File: config.mk
export PLATFORM = sky130hd
export DESIGN_NAME = arbitro_alu
export DESIGN_NICKNAME = d
export VERILOG_FILES = /design/src/rtl/arbitro_alu.sv
export SDC_FILE = /design/constraint.sdc
export NUM_CORES = 1
export LEC_CHECK = 0
export BUFFER_PORTS_ARGS = -buffer_cell sky130_fd_sc_hd__buf_2
export CAP_MARGIN = 15
export CELL_PAD_IN_SITES_DETAIL_PLACEMENT = 0
export CELL_PAD_IN_SITES_GLOBAL_PLACEMENT = 1
export CORE_MARGIN = 3
export CORE_UTILIZATION = 37
export CTS_CLUSTER_DIAMETER = 200
export DETAILED_ROUTE_END_ITERATION = 10
export GPL_TIMING_DRIVEN = 0
export PLACE_DENSITY_LB_ADDON = 0.1
export SYNTH_ARGS = -nofsm -noshare
export SYNTH_HDL_FRONTEND = slang
export SYNTH_SLANG_ARGS = --single-unit
File: constraint.sdc
create_clock -name clk -period 2.4 [get_ports clk]
set_input_delay 0.48 -clock clk [delete_from_list [all_inputs] [get_ports clk]]
set_output_delay 0.48 -clock clk [all_outputs]
set_load 0.02 [all_outputs]
File: src/rtl/arbitro_alu.sv
// arbitro_alu: shares one external combinational ALU between two requesters.
//
// A round-robin grant is issued only while idle (REPOSO). The accepted
// operation is checked for legality; legal ones are issued to the ALU through
// registered alu_* outputs and the result is captured one cycle later
// (EJECUTA). Illegal selections and division/modulo by zero are answered
// directly with an error response, and the ALU registers are left untouched.
// The response is held (RESPONDE) until the granted requester takes it.
//
// Ports:
//   clk, rst                 clock, asynchronous active-high reset
//   req_valid/req_ready      per-requester request handshake (bit i = requester i)
//   req_operandoA/B          packed operands, requester i at [i*(ancho+1) +: ancho+1]
//   req_seleccion            packed selection codes, requester i at [i*4 +: 4]
//   rsp_valid/rsp_ready      per-requester response handshake, rsp_valid one-hot
//   rsp_resultado/banderas   captured ALU result and flags
//   rsp_error                operation was rejected
//   alu_operandoA/B, alu_seleccion   registered operation issued to the ALU
//   alu_resultado/banderas   combinational answer from the ALU
//   ocupado                  FSM is not idle
//   contador_operaciones     completed responses, saturating
module arbitro_alu #(
  parameter int ancho          = 3,
  parameter int ancho_contador = 15
) (
  input  logic                        clk,
  input  logic                        rst,
  input  logic [1:0]                  req_valid,
  output logic [1:0]                  req_ready,
  input  logic [2*(ancho+1)-1:0]      req_operandoA,
  input  logic [2*(ancho+1)-1:0]      req_operandoB,
  input  logic [7:0]                  req_seleccion,
  output logic [1:0]                  rsp_valid,
  input  logic [1:0]                  rsp_ready,
  output logic [ancho:0]              rsp_resultado,
  output logic [3:0]                  rsp_banderas,
  output logic                        rsp_error,
  output logic [ancho:0]              alu_operandoA,
  output logic [ancho:0]              alu_operandoB,
  output logic [3:0]                  alu_seleccion,
  input  logic [ancho:0]              alu_resultado,
  input  logic [3:0]                  alu_banderas,
  output logic                        ocupado,
  output logic [ancho_contador:0]     contador_operaciones
);

  localparam int W  = ancho + 1;
  localparam int CW = ancho_contador + 1;

  typedef enum logic [1:0] {
    REPOSO   = 2'd0,
    EJECUTA  = 2'd1,
    RESPONDE = 2'd2
  } estado_t;

  // Codes 0..9 are implemented; division (3) and modulo (4) also need a
  // non-zero divisor.
  function automatic logic op_legal(input logic [3:0] sel, input logic [W-1:0] b);
    logic ok;
    ok = (sel <= 4'd9);
    if (((sel == 4'd3) || (sel == 4'd4)) && (b == {W{1'b0}})) begin
      ok = 1'b0;
    end else begin
      ok = ok;
    end
    return ok;
  endfunction

  estado_t         estado_q, estado_d;
  logic            puntero_q, puntero_d;   // requester favoured on contention
  logic            concedido_q, concedido_d; // requester being served
  logic [W-1:0]    alu_a_q, alu_a_d;
  logic [W-1:0]    alu_b_q, alu_b_d;
  logic [3:0]      alu_sel_q, alu_sel_d;
  logic [W-1:0]    resultado_q, resultado_d;
  logic [3:0]      banderas_q, banderas_d;
  logic            error_q, error_d;
  logic [1:0]      rsp_valid_q, rsp_valid_d;
  logic            ocupado_q, ocupado_d;
  logic [CW-1:0]   contador_q, contador_d;

  logic            grant_valid_s;
  logic            grant_s;
  logic [1:0]      req_ready_s;
  logic            acepta_s;
  logic [W-1:0]    sel_a_s;
  logic [W-1:0]    sel_b_s;
  logic [3:0]      sel_op_s;

  // Round-robin grant: a lone requester always wins, the pointer breaks ties.
  always_comb begin
    grant_valid_s = 1'b0;
    grant_s       = 1'b0;
    case (req_valid)
      2'b01: begin
        grant_valid_s = 1'b1;
        grant_s       = 1'b0;
      end
      2'b10: begin
        grant_valid_s = 1'b1;
        grant_s       = 1'b1;
      end
      2'b11: begin
        grant_valid_s = 1'b1;
        grant_s       = puntero_q;
      end
      default: begin
        grant_valid_s = 1'b0;
        grant_s       = 1'b0;
      end
    endcase
  end

  // Ready only while idle and out of reset, so every output reads 0 in reset.
  always_comb begin
    req_ready_s = 2'b00;
    if (!rst && (estado_q == REPOSO) && grant_valid_s) begin
      req_ready_s = grant_s ? 2'b10 : 2'b01;
    end else begin
      req_ready_s = 2'b00;
    end
  end

  assign acepta_s  = |(req_valid & req_ready_s);
  assign sel_a_s   = grant_s ? req_operandoA[2*W-1:W] : req_operandoA[W-1:0];
  assign sel_b_s   = grant_s ? req_operandoB[2*W-1:W] : req_operandoB[W-1:0];
  assign sel_op_s  = grant_s ? req_seleccion[7:4]     : req_seleccion[3:0];

  // Next-state and next-output computation for the arbitration FSM.
  always_comb begin
    estado_d    = estado_q;
    puntero_d   = puntero_q;
    concedido_d = concedido_q;
    alu_a_d     = alu_a_q;
    alu_b_d     = alu_b_q;
    alu_sel_d   = alu_sel_q;
    resultado_d = resultado_q;
    banderas_d  = banderas_q;
    error_d     = error_q;
    rsp_valid_d = rsp_valid_q;
    contador_d  = contador_q;
    case (estado_q)
      REPOSO: begin
        if (acepta_s) begin
          concedido_d = grant_s;
          if (op_legal(sel_op_s, sel_b_s)) begin
            alu_a_d   = sel_a_s;
            alu_b_d   = sel_b_s;
            alu_sel_d = sel_op_s;
            estado_d  = EJECUTA;
          end else begin
            // Rejected: answer immediately, ALU registers keep their values.
            resultado_d = {W{1'b0}};
            banderas_d  = 4'd0;
            error_d     = 1'b1;
            rsp_valid_d = grant_s ? 2'b10 : 2'b01;
            estado_d    = RESPONDE;
          end
        end else begin
          estado_d = REPOSO;
        end
      end
      EJECUTA: begin
        resultado_d = alu_resultado;
        banderas_d  = alu_banderas;
        error_d     = 1'b0;
        rsp_valid_d = concedido_q ? 2'b10 : 2'b01;
        estado_d    = RESPONDE;
      end
      RESPONDE: begin
        if (rsp_ready[concedido_q]) begin
          if (contador_q == {CW{1'b1}}) begin
            contador_d = contador_q;
          end else begin
            contador_d = contador_q + {{(CW-1){1'b0}}, 1'b1};
          end
          // Pointer always passes to the other requester after service.
          puntero_d   = ~concedido_q;
          rsp_valid_d = 2'b00;
          estado_d    = REPOSO;
        end else begin
          estado_d = RESPONDE;
        end
      end
      default: begin
        rsp_valid_d = 2'b00;
        estado_d    = REPOSO;
      end
    endcase
    ocupado_d = (estado_d != REPOSO);
  end

  // State and output registers; reset drops any in-flight transaction.
  always_ff @(posedge clk or posedge rst) begin
    if (rst) begin
      estado_q    <= REPOSO;
      puntero_q   <= 1'b0;
      concedido_q <= 1'b0;
      alu_a_q     <= {W{1'b0}};
      alu_b_q     <= {W{1'b0}};
      alu_sel_q   <= 4'd0;
      resultado_q <= {W{1'b0}};
      banderas_q  <= 4'd0;
      error_q     <= 1'b0;
      rsp_valid_q <= 2'b00;
      ocupado_q   <= 1'b0;
      contador_q  <= {CW{1'b0}};
    end else begin
      estado_q    <= estado_d;
      puntero_q   <= puntero_d;
      concedido_q <= concedido_d;
      alu_a_q     <= alu_a_d;
      alu_b_q     <= alu_b_d;
      alu_sel_q   <= alu_sel_d;
      resultado_q <= resultado_d;
      banderas_q  <= banderas_d;
      error_q     <= error_d;
      rsp_valid_q <= rsp_valid_d;
      ocupado_q   <= ocupado_d;
      contador_q  <= contador_d;
    end
  end

  assign req_ready            = req_ready_s;
  assign rsp_valid            = rsp_valid_q;
  assign rsp_resultado        = resultado_q;
  assign rsp_banderas         = banderas_q;
  assign rsp_error            = error_q;
  assign alu_operandoA        = alu_a_q;
  assign alu_operandoB        = alu_b_q;
  assign alu_seleccion        = alu_sel_q;
  assign ocupado              = ocupado_q;
  assign contador_operaciones = contador_q;

endmodule

==> results list <==
- Hold violation total from the final report: 0
- The final critical path takes up 94.72% of the cycle.
- Pin count of the biggest net entering global routing: 33
- Fraction of layout instances using a drive strength above 1: 37.19%
* Global-route wire length before repair: 9.446 mm
* WL per Instance: 13.82 um
* CTS buffer count: 5
- Later-pin clock latency in the skew report: 0.30 ns
- The mapped netlist covers 0.002268 mm2.
* Die outline area: 0.007106 mm2
* Number of top-level pins: 80
* Starting density of the core: 39.73%
- Setup repair after global routing left no endpoint under its margin.
- Overflow left after global routing: 0
- Master cell of the clock root buffer: clkbuf_8
- For the worst setup path, the data required time is 1.92 ns.
- From left edge to right edge, the die measures 84.30 um.
- Total power density per cell area: 1037 mW/mm2
* IO buf count: 79
- The initialized floorplan defines 27 standard-cell rows.
- Along the worst path, the maximum fanout reaches 8.
* Worst setup SP type: flip-flop
- Counting flops with an async set or reset pin after synthesis yields a share of 100.0%.
- Die span in y: 84.30 um
* Number of nets with antenna violations after routing: 0
- The worst hold path belongs to the class in2async.
- Critical path capture point type: output port
* Post-detail-place hpwl: 4.112 mm
- Warning count from the yosys run: 0
* Global routing usage summed across all routing layers: 16.25%
- Number of vias after detailed routing: 1937
* Mean Syn Cell Area: 9.778 um2
- The worst setup path is of the reg2out kind.
* TritonCTS clock tree: yes
* Post-CTS Repair Setup Buffers: 0
- Final critical delay including setup and external delays: 2.273 ns
* Number of enable-type register cells in the synthesized netlist: 0
- Sequential area share after synthesis: 48.54%
- Via count of the first global-routing pass: 1967
- Final setup margin: 0.1268 ns
- Length of the first detailed-routing pass in iterations: 4
* Achievable frequency: 0.4399 GHz
- Leading register cell type out of synthesis: dfrtp_1
- Wire length after detailed routing: 5.419 mm
- Final Slew Violations: 0
* Number of antenna violations at the first check in global routing: 0
* CP arrival: 1.79 ns
* Number of storage elements in the synthesis netlist: 44
- MaxCap Viol Count: 0
- Run status: finished, final reports clean
* Synth cell types: 47
* Mapped Nets: 271
* Routed via count divided by cell count: 4.941
* Drt initial violations: 43
- Clock-pin slew was measured on the worst setup and hold paths at 0.09 ns.
- The worst-case IR drop observed on VDD is 0.5061 mV.
- TritonCTS sink count: 44
* Final setup skew: 0.003852 ns
* Final TNS setup: 0 ns
- After the last flow step, the layout net total stands at 358.
- Max_slew headroom: 37.87%
* Final routed DRC violation total: 0
* Buffer depth of the longest clock path: 2
- Routability cong.: 0.7298
* Slew at the pin closest to its max-slew limit: 0.9264 ns
- Total leakage power: 1.481 nW
- Setup slack at placement: 0.1571 ns
* Count of endpoints failing setup in the final report: 0
- Relative area change from synthesis to final layout: 28.35%
* Cell count after synthesis: 232
- Number of antenna cells inserted: 0
- The H-tree was split into 2 levels.
- The total area inside the core boundary comes to 0.005709 mm2.
==> worst max-delay path: stages (launching register included) <==
cell,delay (ns)
dfrtp_1,0.37
buf_2,0.16
or4_1,0.51
buf_4,0.19
nor2_4,0.14
buf_6,0.13
==> area by class of cell <==
class / instances / area (um2)
buffer: 7 / 52.55
inverter: 6 / 22.52
clock inverter: 2 / 38.79
tap: 72 / 90.09
multi-input combinational: 175 / 1100
clock buffer: 6 / 82.58
fill: 565 / 2798
timing repair buffer: 80 / 424.2
sequential: 44 / 1101
==> cells in the mapped netlist, types with 2 or more instances <==
library cell  count  area share, %
a211oi_1          2           0.66
nand4_1           3           0.83
and3_1            4            1.1
a31oi_1           3           0.83
a32o_1            2           0.88
xnor2_1          10            3.9
a21oi_2           2           0.77
nand2_1          61             10
inv_1             6           0.99
dfrtp_1          44             49
nand3_1          13            2.9
nor2_1           11            1.8
xor2_1            4            1.5
or4_1             2           0.66
mux2_2            4            2.0
a21oi_1           7            1.5
o21ai_0          14            3.1
nand2b_1          3           0.83
mux2_4            9            6.0
==> registers in the layout (all words and copies together) (netlist names) <==
name and count:
alu_operandoB 4, estado_q 2, rsp_banderas 4, rsp_error 1, alu_operandoA 4, ocupado 1, puntero_q 1, contador_operaciones 16
rsp_valid 2, rsp_resultado 4, alu_seleccion 4, concedido_q 1
==> layout by cell type, fill, tap and decap left out, drive strengths merged, types with 2 or more instances in the layout <==
cell type and n:
a211oi 2, a21oi 10, a31oi 3, a32o 2, and3 4, buf 85, clkbuf 8, dfrtp 44
inv 6, mux2 13, nand2 61, nand2b 4, nand3 13, nand4 3, nor2 11, nor3 2
o21ai 14, or2b 2, or4 3, xnor2 10, xor2 4
==> repair_timing <==
item | 4_1_cts | 5_1_grt
hold endpoints to repair | 0 | 0
resized for setup | 0 | 6
hold buffers | 0 | 0
setup endpoints to repair | 0 | 2
==> path summary, 6_finish.rpt <==
path / from / to / slack [ns] / depth (start not counted)
worst min-delay path: rst / rsp_error$_DFFE_PP0P_ / 0.15 / 2
min in group clk: alu_banderas[3] / rsp_banderas[3]$_DFFE_PP0P_ / 0.38 / 3
worst max register to register: estado_q[0]$_DFF_PP0_ / contador_operaciones[15]$_DFFE_PP0P_ / 0.31 / 5
max in group asynchronous: rst / alu_seleccion[0]$_DFFE_PP0P_ / 1.79 / 3
worst min register to register: rsp_error$_DFFE_PP0P_ / rsp_error$_DFFE_PP0P_ / 0.48 / 2
worst max-delay path: estado_q[1]$_DFF_PP0_ / req_ready[1] / 0.13 / 5
==> metrics by stage <==
stage / hold WS [ns] / total power (W) / cells / cell area [um2] / util, %
floorplan: 0.4691 / 0.002014 / 232 / 2268 / -
global placement: 0.4741 / 0.002415 / 383 / 2754 / 48.24
detailed placement: 0.4651 / 0.002430 / 384 / 2774 / 48.59
CTS: 0.1507 / 0.003053 / 392 / 2895 / 50.71
global route: 0.1659 / 0.003237 / 392 / 2912 / 51.00
finish: 0.1473 / 0.003020 / 392 / 2912 / 51.00
==> logic make-up after synthesis <==
| logic type | synth area share, % |
|---|---|
| multiplexers | 8.384 |
| AO/OA/AOI/OAI | 11.80 |
| adder cells (fa/ha/maj) | 0.5515 |
| AND/OR/NAND/NOR | 22.01 |
| flip-flops | 48.54 |
| buffers and inverters | 3.309 |
| XOR/XNOR | 5.405 |
==> per-layer routing <==
layer | routed length, um | up-vias | global-route usage (%)
li1 | - | 975 | -
met1 | 2587 | 904 | 21.71
met2 | 2370 | 52 | 25.68
met3 | 394 | 6 | 4.907
met4 | 67 | 0 | 4.386
met5 | 0 | - | 0
==> power breakdown <==
part | total (W) | switching, W | leakage [nW] | internal [W]
registers | 0.00116 | 0.000157 | 0.563 | 0.00100
logic | 0.00126 | 0.000735 | 0.856 | 0.000522
clock network | 0.000606 | 0.000266 | 0.0614 | 0.000341
Power figures use the tool's default switching activity.
